[src/rtl/alu_op_sequencer_pkg.sv]
// Shared definitions for the ALU op sequencer: funct codes, the default
// completion select code, FSM state encoding and the funct classifier.
// DIVU_EN: when defined, DIVU (27) is classified as a multi-cycle op.
package alu_ctrl_pkg;

  localparam logic [5:0] F_AND   = 6'd36;
  localparam logic [5:0] F_OR    = 6'd37;
  localparam logic [5:0] F_ADD   = 6'd32;
  localparam logic [5:0] F_SUB   = 6'd34;
  localparam logic [5:0] F_SLT   = 6'd42;
  localparam logic [5:0] F_SRL   = 6'd2;
  localparam logic [5:0] F_MFHI  = 6'd16;
  localparam logic [5:0] F_MFLO  = 6'd18;
  localparam logic [5:0] F_MULTU = 6'd25;
  localparam logic [5:0] F_DIVU  = 6'd27;

  localparam logic [5:0] DONE_CODE_DEFAULT = 6'b111111;

  // Fixed state encodings kept stable so old controller dumps still decode.
  localparam logic [1:0] ST_IDLE = 2'd0;
  localparam logic [1:0] ST_ITER = 2'd1;
  localparam logic [1:0] ST_FIN  = 2'd2;

  typedef enum logic [1:0] {
    IDLE = ST_IDLE,
    ITER = ST_ITER,
    FIN  = ST_FIN
  } state_e;

  typedef enum logic [1:0] {
    OP_UNSUP  = 2'd0,
    OP_SINGLE = 2'd1,
    OP_MULTI  = 2'd2
  } op_class_e;

  // Classify a funct code as single-cycle, multi-cycle or unsupported.
  function automatic op_class_e decode_funct(input logic [5:0] f);
    op_class_e c;
    case (f)
      F_AND, F_OR, F_ADD, F_SUB, F_SLT, F_SRL, F_MFHI, F_MFLO: c = OP_SINGLE;
      F_MULTU: c = OP_MULTI;
`ifdef DIVU_EN
      F_DIVU: c = OP_MULTI;
`endif
      default: c = OP_UNSUP;
    endcase
    return c;
  endfunction

endpackage

[src/rtl/alu_op_sequencer_if.sv]
// Op handshake and select bus between the multi-cycle controller (master)
// and the ALU op sequencer (slave).
//
// Handshake: an op is accepted on a rising clk edge where op_valid and
// op_ready are both high; funct must be stable while op_valid is high.
// op_ready is low for the whole of a multi-cycle op and op_valid is ignored
// then. All other slave outputs are registered.
interface alu_op_sequencer_if
  import alu_ctrl_pkg::*;
#(
  parameter int SW = 6
) ();
  logic          op_valid;
  logic [5:0]    funct;
  logic          op_ready;
  logic [5:0]    alu_sel;
  logic [5:0]    sht_sel;
  logic [5:0]    mul_sel;
  logic [5:0]    mux_sel;
  logic          busy;
  logic          op_done;
  logic          hilo_we;
  logic          op_err;
  logic [SW-1:0] step;
  state_e        dbg_state;

  modport master (
    output op_valid, funct,
    input  op_ready, alu_sel, sht_sel, mul_sel, mux_sel,
    input  busy, op_done, hilo_we, op_err, step, dbg_state
  );

  modport slave (
    input  op_valid, funct,
    output op_ready, alu_sel, sht_sel, mul_sel, mux_sel,
    output busy, op_done, hilo_we, op_err, step, dbg_state
  );
endinterface

[src/rtl/alu_op_sequencer_iter_counter.sv]
// Saturating up-counter with synchronous clear, count enable and a flag
// that is high when the next enabled increment lands on LIMIT.
module iter_counter #(
  parameter int LIMIT = 32,
  parameter int CW    = $clog2(LIMIT + 1)
) (
  input  logic          clk,
  input  logic          rst_n,
  input  logic          clr,
  input  logic          en,
  output logic [CW-1:0] count,
  output logic          tc
);

  localparam logic [CW-1:0] LIM    = CW'(LIMIT);
  localparam logic [CW-1:0] LIM_M1 = CW'(LIMIT - 1);

  // Count up on enable, hold at LIMIT, clear has priority.
  always_ff @(posedge clk or negedge rst_n) begin
    if (!rst_n) begin
      count <= '0;
    end else if (clr) begin
      count <= '0;
    end else if (en && (count != LIM)) begin
      count <= count + CW'(1);
    end
  end

  assign tc = (count == LIM_M1);

endmodule

[src/rtl/alu_op_sequencer.sv]
// ALU op sequencer: accepts one funct per handshake, drives the four select
// buses with the same registered code and sequences MULTU (and DIVU when
// DIVU_EN is defined) over WIDTH cycles with busy/done/HI-LO strobes.
module alu_op_sequencer
  import alu_ctrl_pkg::*;
#(
  parameter int         WIDTH     = 32,
  parameter logic [5:0] DONE_CODE = DONE_CODE_DEFAULT
) (
  input logic          clk,
  input logic          rst_n,
  alu_op_sequencer_if.slave bus
);

  localparam int SW = $clog2(WIDTH + 1);

  state_e    state;
  logic [5:0] sel;
  logic       done_q;
  logic       hilo_q;
  logic       err_q;
  op_class_e  cls;
  logic       cnt_en;
  logic       cnt_clr;
  logic       cnt_tc;
  logic [SW-1:0] cnt;

  assign cls = decode_funct(bus.funct);

  // Step advances on a multi-cycle accept and on every ITER cycle; FIN clears it.
  assign cnt_en  = ((state == IDLE) && bus.op_valid && (cls == OP_MULTI)) ||
                   (state == ITER);
  assign cnt_clr = (state == FIN);

  iter_counter #(
    .LIMIT(WIDTH),
    .CW   (SW)
  ) u_step (
    .clk  (clk),
    .rst_n(rst_n),
    .clr  (cnt_clr),
    .en   (cnt_en),
    .count(cnt),
    .tc   (cnt_tc)
  );

  // Main FSM: select code, state and the one-cycle strobes.
  always_ff @(posedge clk or negedge rst_n) begin
    if (!rst_n) begin
      state  <= IDLE;
      sel    <= '0;
      done_q <= 1'b0;
      hilo_q <= 1'b0;
      err_q  <= 1'b0;
    end else begin
      done_q <= 1'b0;
      hilo_q <= 1'b0;
      err_q  <= 1'b0;
      case (state)
        IDLE: begin
          sel <= '0;
          if (bus.op_valid) begin
            case (cls)
              OP_SINGLE: begin
                sel    <= bus.funct;
                done_q <= 1'b1;
              end
              OP_MULTI: begin
                sel   <= bus.funct;
                state <= ITER;
              end
              default: begin
                err_q <= 1'b1;
              end
            endcase
          end
        end
        ITER: begin
          // The op code holds until the edge where step reaches WIDTH.
          if (cnt_tc) begin
            state  <= FIN;
            sel    <= DONE_CODE;
            done_q <= 1'b1;
            hilo_q <= 1'b1;
          end
        end
        FIN: begin
          state <= IDLE;
          sel   <= '0;
        end
        default: begin
          state <= IDLE;
          sel   <= '0;
        end
      endcase
    end
  end

  assign bus.alu_sel   = sel;
  assign bus.sht_sel   = sel;
  assign bus.mul_sel   = sel;
  assign bus.mux_sel   = sel;
  assign bus.busy      = (state != IDLE);
  assign bus.op_ready  = (state == IDLE);
  assign bus.op_done   = done_q;
  assign bus.hilo_we   = hilo_q;
  assign bus.op_err    = err_q;
  assign bus.step      = cnt;
  assign bus.dbg_state = state;

endmodule
[src/flat_wrapper.sv]
// flat-port wrapper written by rule: the top's interface ports become plain ports
module alu_op_sequencer_flat import alu_ctrl_pkg::*;
#(
  parameter int         WIDTH     = 32,
  parameter logic [5:0] DONE_CODE = DONE_CODE_DEFAULT
)
  (clk, rst_n, bus_op_valid, bus_funct, bus_op_ready, bus_alu_sel, bus_sht_sel, bus_mul_sel, bus_mux_sel, bus_busy, bus_op_done, bus_hilo_we, bus_op_err, bus_step, bus_dbg_state);
  alu_op_sequencer_if bus_i ();
  input logic clk;
  input logic rst_n;
  input wire logic [$bits(bus_i.op_valid)-1:0] bus_op_valid;
  input wire logic [$bits(bus_i.funct)-1:0] bus_funct;
  output wire logic [$bits(bus_i.op_ready)-1:0] bus_op_ready;
  output wire logic [$bits(bus_i.alu_sel)-1:0] bus_alu_sel;
  output wire logic [$bits(bus_i.sht_sel)-1:0] bus_sht_sel;
  output wire logic [$bits(bus_i.mul_sel)-1:0] bus_mul_sel;
  output wire logic [$bits(bus_i.mux_sel)-1:0] bus_mux_sel;
  output wire logic [$bits(bus_i.busy)-1:0] bus_busy;
  output wire logic [$bits(bus_i.op_done)-1:0] bus_op_done;
  output wire logic [$bits(bus_i.hilo_we)-1:0] bus_hilo_we;
  output wire logic [$bits(bus_i.op_err)-1:0] bus_op_err;
  output wire logic [$bits(bus_i.step)-1:0] bus_step;
  output wire logic [$bits(bus_i.dbg_state)-1:0] bus_dbg_state;
  assign bus_i.op_valid = bus_op_valid;
  assign bus_i.funct = bus_funct;
  assign bus_op_ready = bus_i.op_ready;
  assign bus_alu_sel = bus_i.alu_sel;
  assign bus_sht_sel = bus_i.sht_sel;
  assign bus_mul_sel = bus_i.mul_sel;
  assign bus_mux_sel = bus_i.mux_sel;
  assign bus_busy = bus_i.busy;
  assign bus_op_done = bus_i.op_done;
  assign bus_hilo_we = bus_i.hilo_we;
  assign bus_op_err = bus_i.op_err;
  assign bus_step = bus_i.step;
  assign bus_dbg_state = bus_i.dbg_state;
  alu_op_sequencer #(.WIDTH(WIDTH), .DONE_CODE(DONE_CODE)) u_core (.clk(clk), .rst_n(rst_n), .bus(bus_i));
endmodule
[config.mk]
export PLATFORM = sky130hd
export DESIGN_NAME = alu_op_sequencer_flat
export DESIGN_NICKNAME = d
export VERILOG_FILES = /design/src/rtl/alu_op_sequencer_pkg.sv /design/src/rtl/alu_op_sequencer_if.sv /design/src/rtl/alu_op_sequencer_iter_counter.sv /design/src/rtl/alu_op_sequencer.sv /design/src/flat_wrapper.sv
export SDC_FILE = /design/constraint.sdc
export NUM_CORES = 1
export LEC_CHECK = 0
export ABC_AREA = 1
export BUFFER_PORTS_ARGS = -buffer_cell sky130_fd_sc_hd__buf_2
export CORE_ASPECT_RATIO = 1.2
export CORE_MARGIN = 2
export CORE_UTILIZATION = 30
export CTS_CLUSTER_SIZE = 30
export DETAILED_ROUTE_END_ITERATION = 10
export PLACE_DENSITY = 0.58
export SYNTH_ARGS = -nofsm -noshare
export SYNTH_HDL_FRONTEND = slang
export SYNTH_SLANG_ARGS = --single-unit
export TNS_END_PERCENT = 5
[constraint.sdc]
create_clock -name clk -period 1.5 [get_ports clk]
set_input_delay 0.15 -clock clk [delete_from_list [all_inputs] [get_ports clk]]
set_output_delay 0.15 -clock clk [all_outputs]
set_load 0.01 [all_outputs]
# After elaboration in Yosys (flattened, before gate mapping)
# Index checks and enable logic that the tools add are counted.
# word_totals
elab_cells	54
register_bits	17
inputBits	9
output_inout_bits	37
# classes
n_mux	19
eq_ne	18
reduce_logical	10
n_addsub	1
# op_table
op	count
6-bit == test (second input constant)	5
6-bit 2-to-1 mux	5
6-bit by 5-bit == test with 1-bit output (second input constant)	4
6-bit one-hot mux with 2 select lines	1
2-bit one-hot mux with 2 select lines	2
8-bit OR reduction	1
1-bit 2-to-1 mux	7
6-bit by 1-bit adder with 6-bit output (second input constant)	1
6-bit by 2-bit == test with 1-bit output (second input constant)	1
2-bit 2-to-1 mux	3
6-bit != test (second input constant)	1
2-bit by 1-bit == test with 1-bit output (second input constant)	2
2-bit == test (second input constant)	2
2-bit by 1-bit != test with 1-bit output (second input constant)	2
2-bit nonzero test	2
1-bit logical AND	3
3-bit AND reduction	1
2-bit logical NOT	1
2-bit != test (second input constant)	1
1-bit one-hot mux with 2 select lines	1
2-bit OR reduction	1
1-bit logical OR	1

# Logic depth before layout (Yosys ltp)
# logic_depth
word_depth	9
mapped_depth	15
ltp_nobuf	15

# By module
# Synthesis repeated with hierarchy kept, for this count alone.
# unflattened
cells_unflattened	152
area_unflattened_um2	1139.8
# by_module_without_submodules
module	seq_area_each_um2	instances	cells_each	area_each_um2
alu_op_sequencer	275.3	1	96	730.7
iter_counter	150.1	1	56	409.1

# Least setup slack after synthesis
# Ideal clock, no wire load.
# synth_path
path_type	input-to-reg
startpoint	input port bus_funct[3]
endpoint	register u_core.u_step.count[5]
stages	13
required_ns	1.382
path_buffers	0
arrival_time_ns	1.200
slack_ns	0.182
cell_sequence	nor2_1 -> nand3_1 -> nand2_1 -> nand3_1 -> nand3_1 -> inv_1 -> ha_1 -> nand2_1 -> a21oi_2 -> nand2_2 -> nand2_4 -> nand3_1 -> nand2_1
# synth_between
elab_chain_len	8
# synth_lines
item	line_no	rtl
start, declared	flat_wrapper.sv:12	input wire logic [$bits(bus_i.funct)-1:0] bus_funct;
6-bit == test, or another cell as far along	alu_op_sequencer_pkg.sv:39	case (f)
8-bit OR reduction	alu_op_sequencer_pkg.sv:39	
2-bit one-hot mux with 2 select lines (*)	alu_op_sequencer_pkg.sv:39	
2-bit == test (*)	alu_op_sequencer.sv:31	assign cnt_en = ((state == IDLE) && bus.op_valid && (cls == OP_MULTI)) ||
1-bit logical AND (*)	alu_op_sequencer.sv:31	
1-bit logical OR (*)	alu_op_sequencer.sv:31	
1-bit logical AND (*)	alu_op_sequencer_iter_counter.sv:24	end else if (en && (count != LIM)) begin
2-bit nonzero test (no source line) (*)	-	
end signal, assigned	alu_op_sequencer_iter_counter.sv:25	count <= count + CW'(1);
end, declared	alu_op_sequencer_iter_counter.sv:11	output logic [CW-1:0] count,
# Mark *: on every way between the ends. The rest lies on a longest branch, timed or not.
# A chain may end at the register's enable or synchronous reset.

# Final worst setup path
# layout_path
startpoint	register u_core.u_step.count[0]
endpoint	register u_core.u_step.count[0]
# layout_between
elab_chain_len	3
# layout_lines
item	line_no
6-bit by 1-bit adder with 6-bit output / 6-bit != test (equally long branches)	alu_op_sequencer_iter_counter.sv:25, alu_op_sequencer_iter_counter.sv:24
6-bit 2-to-1 mux / 1-bit logical AND (equally long branches)	alu_op_sequencer_iter_counter.sv:24
6-bit 2-to-1 mux / 2-bit nonzero test (equally long branches)	-
# Several ways; a longest one is shown, not always the timed one. The select of a mux whose other input is x is not followed.

==> metrics.txt <==
Final TNS setup 0 ns; worst vdd ir about 0.00046 V; Worst Hold Class input pin to register; clk_skew approximately 0.0073 ns; Root Buffer clkbuf_8; Critical Path Start Type register; layout cells sized above 1 between 30% and 40%; vias per cell between 4 and 5; post-detailed-route count of antenna-violating nets 0; DP HPWL approximately 1.8 mm; Synth Instances 141; max_slew headroom approximately 74%; Arrival @ worst endpoint 1.47 ns; final worst-path setup slack between 0.15 and 0.2 ns; die area ~0.004 mm^2; pwr dens ~850 mW/mm^2; number of I/O pins 46; Post-CTS Setup Bufs 0; leakage power ~0.8 nW; worst-path cell chain inv_1 -> ha_1 -> nand2_1 -> inv_1 -> nand3_1 -> nand2_2 -> nand2_4 -> inv_2 -> nand2_1 -> nand2_1; setup slack, reg-to-reg approximately 0.18 ns; share of the synthesized area in the top cell type between 30% and 40%; Clock Latency Late Sink approximately 0.25 ns; Synth area leader dfrtp_1; pre-CTS WS -0.07728 ns; CP max FO 8; drt initial violations 21; max cap viols 0; slowest stage delay, CP ~0.4 ns; H-tree levels 1; CTS tree yes; dominant synthesized flop cell dfrtp_1; failing checks DRC; Ys Warns 0; syn nets around 150; final net count 190; routed vias about 930; list of most frequent post-synthesis cells 34 x nand2_1, 19 x nand3_1, 18 x buf_4; total congestion overflow 0; RSZ-0062 raised after global routing no; actual slew at the worst max-slew pin between 0.3 and 0.4 ns; met1 wire length 1.050 mm; initial core utilization between 30% and 40%; antenna violations before repair 0; fillers 370; First-pass DRT Iterations 7; vias in the first global route just over 800; met2 wire length 1.010 mm; core area 0.003396 mm^2; CP most frequent cell nand2_1; Tot Pwr ~1.1 mW; Routed WL about 2.2 mm; critical path type register to register; Die W roughly 60 um; status complete, but fails checks; largest net degree at the start of global routing 18; FF/Latch Area around 430 um^2; minimum clock period 1.320 ns; Finished Core Util between 30% and 40%; Async SR Flop Fraction between 90% and 100%; clk slew on worst S/H paths 0.07 ns; Post-synth EDFFs 0; synthesized area per cell 7.694 um^2; total CTS buffers 3; post-placement cell count 208; final slew viol count 0; Final period util about 90%; Worst EP required between 1.5 and 2 ns; Setup violations, final 0; number of remaining DRC errors 4; metal3 WL 82 um; CTS Sinks 17; synthesis-to-finish area growth 20.07%; most frequent cell after synthesis nand2_1; Crit. End Element register; fin cells roughly 210; Max Used Layer met4; sequential-to-total area share from yosys stat 39.22%; Mapped Area between 0.001 and 0.0015 mm^2; Fmax achieved approximately 760 MHz; top area cells in the synthesized netlist dfrtp_1 39%, buf_4 12%, nand2_1 12%; ant diodes 0; GP Congestion 0.7511; Synth Register Bits 17; # rows 23; buffers added on ports between 40 and 50; Global Route Usage Sum between 10 and 15%; global-route wire length before repair 3.836 mm; Die Ht roughly 70 um; CTS Buffer Depth 2; area of the multi-input gates between 400 and 500 um^2; post-synthesis cell type count 19; Worst path slowest cell dfrtp_1; final hold violations 0; Routed WL per cell 10.22 um
per-layer routing:
layer / track usage [%] / vias to the layer above
li1: - / 487
met1: 16.22 / 415
met2: 17.78 / 25
met3: 1.111 / 2
met4: 5.303 / 0
met5: 0 / -
timing repair:
item | CTS | global route
hold endpoints to repair | 17 | 0
hold buffers | 1 | 0
resized for setup | 0 | 1
setup endpoints to repair | 0 | 3
through the flow:
stage	hold slack (ns)	cell area, um^2
detailed placement	0.1012	1244
global route	0.1630	1303
global placement	0.09808	1244
floorplan	-0.1456	1085
finish	0.1441	1303
CTS	0.1434	1300
logic make-up (layout without fill, tap and decap cells):
logic type	count (synthesis)	count (layout)	synth area share, %
AO/OA/AOI/OAI	5	5	2.653
AND/OR/NAND/NOR	75	75	32.53
adder cells (fa/ha/maj)	4	4	4.614
XOR/XNOR	2	2	1.615
flip-flops	17	17	39.22
buffers and inverters	38	73	19.38
placed cells by master, fill, tap and decap left out, drive strengths merged:
cell / count
buf: 48
nand2: 39
nand3: 20
inv: 20
dfrtp: 17
nor2: 14
ha: 4
o21ai: 4
clkbuf: 3
xor2: 2
nand4: 1
a21oi: 1
nor3: 1
clkinv: 1
dlygate4sd3: 1
critical path, delay by kind of cell (launching register included):
| family | cells | cell delay [ns] |
|---|---|---|
| flops | 1 | 0.41 |
| fa+ha+maj | 1 | 0.19 |
| buf+inv | 3 | 0.18 |
| simple gates | 6 | 0.43 |
registers in the layout, indices dropped and copies added (netlist names):
signal,count
u_core.bus.dbg_state,2
u_core.u_step.count,6
u_core.bus.op_err,1
u_core.bus.op_done,1
u_core.bus.alu_sel,6
u_core.bus.hilo_we,1
power by group:
| part | internal, mW | switching (mW) |
|---|---|---|
| clock network | 0.184 | 0.161 |
| logic | 0.0962 | 0.140 |
| registers | 0.490 | 0.0346 |
| total | 0.771 | 0.336 |
path summary, 6_finish.rpt:
check                                       startpoint                      end  cells after the start
worst min register to register   u_core.bus.alu_sel[1]    u_core.bus.alu_sel[1]                      2
min in group asynchronous                        rst_n   u_core.u_step.count[0]                      2
max in group asynchronous                        rst_n  u_core.bus.dbg_state[1]                      2
worst max-delay path            u_core.u_step.count[0]   u_core.u_step.count[0]                     10
worst max register to register  u_core.u_step.count[0]   u_core.u_step.count[0]                     10
worst min-delay path                      bus_op_valid        u_core.bus.op_err                      3
area by class of cell:
type | count | area share, %
Tap cell | 37 | 3.554
Clock buffer | 3 | 3.170
Sequential cell | 17 | 32.66
Clock inverter | 1 | 0.3842
Timing Repair Buffer | 49 | 19.79
Multi-Input combinational cell | 86 | 34.68
Inverter | 20 | 5.764
(Power assumes the default switching activity.)
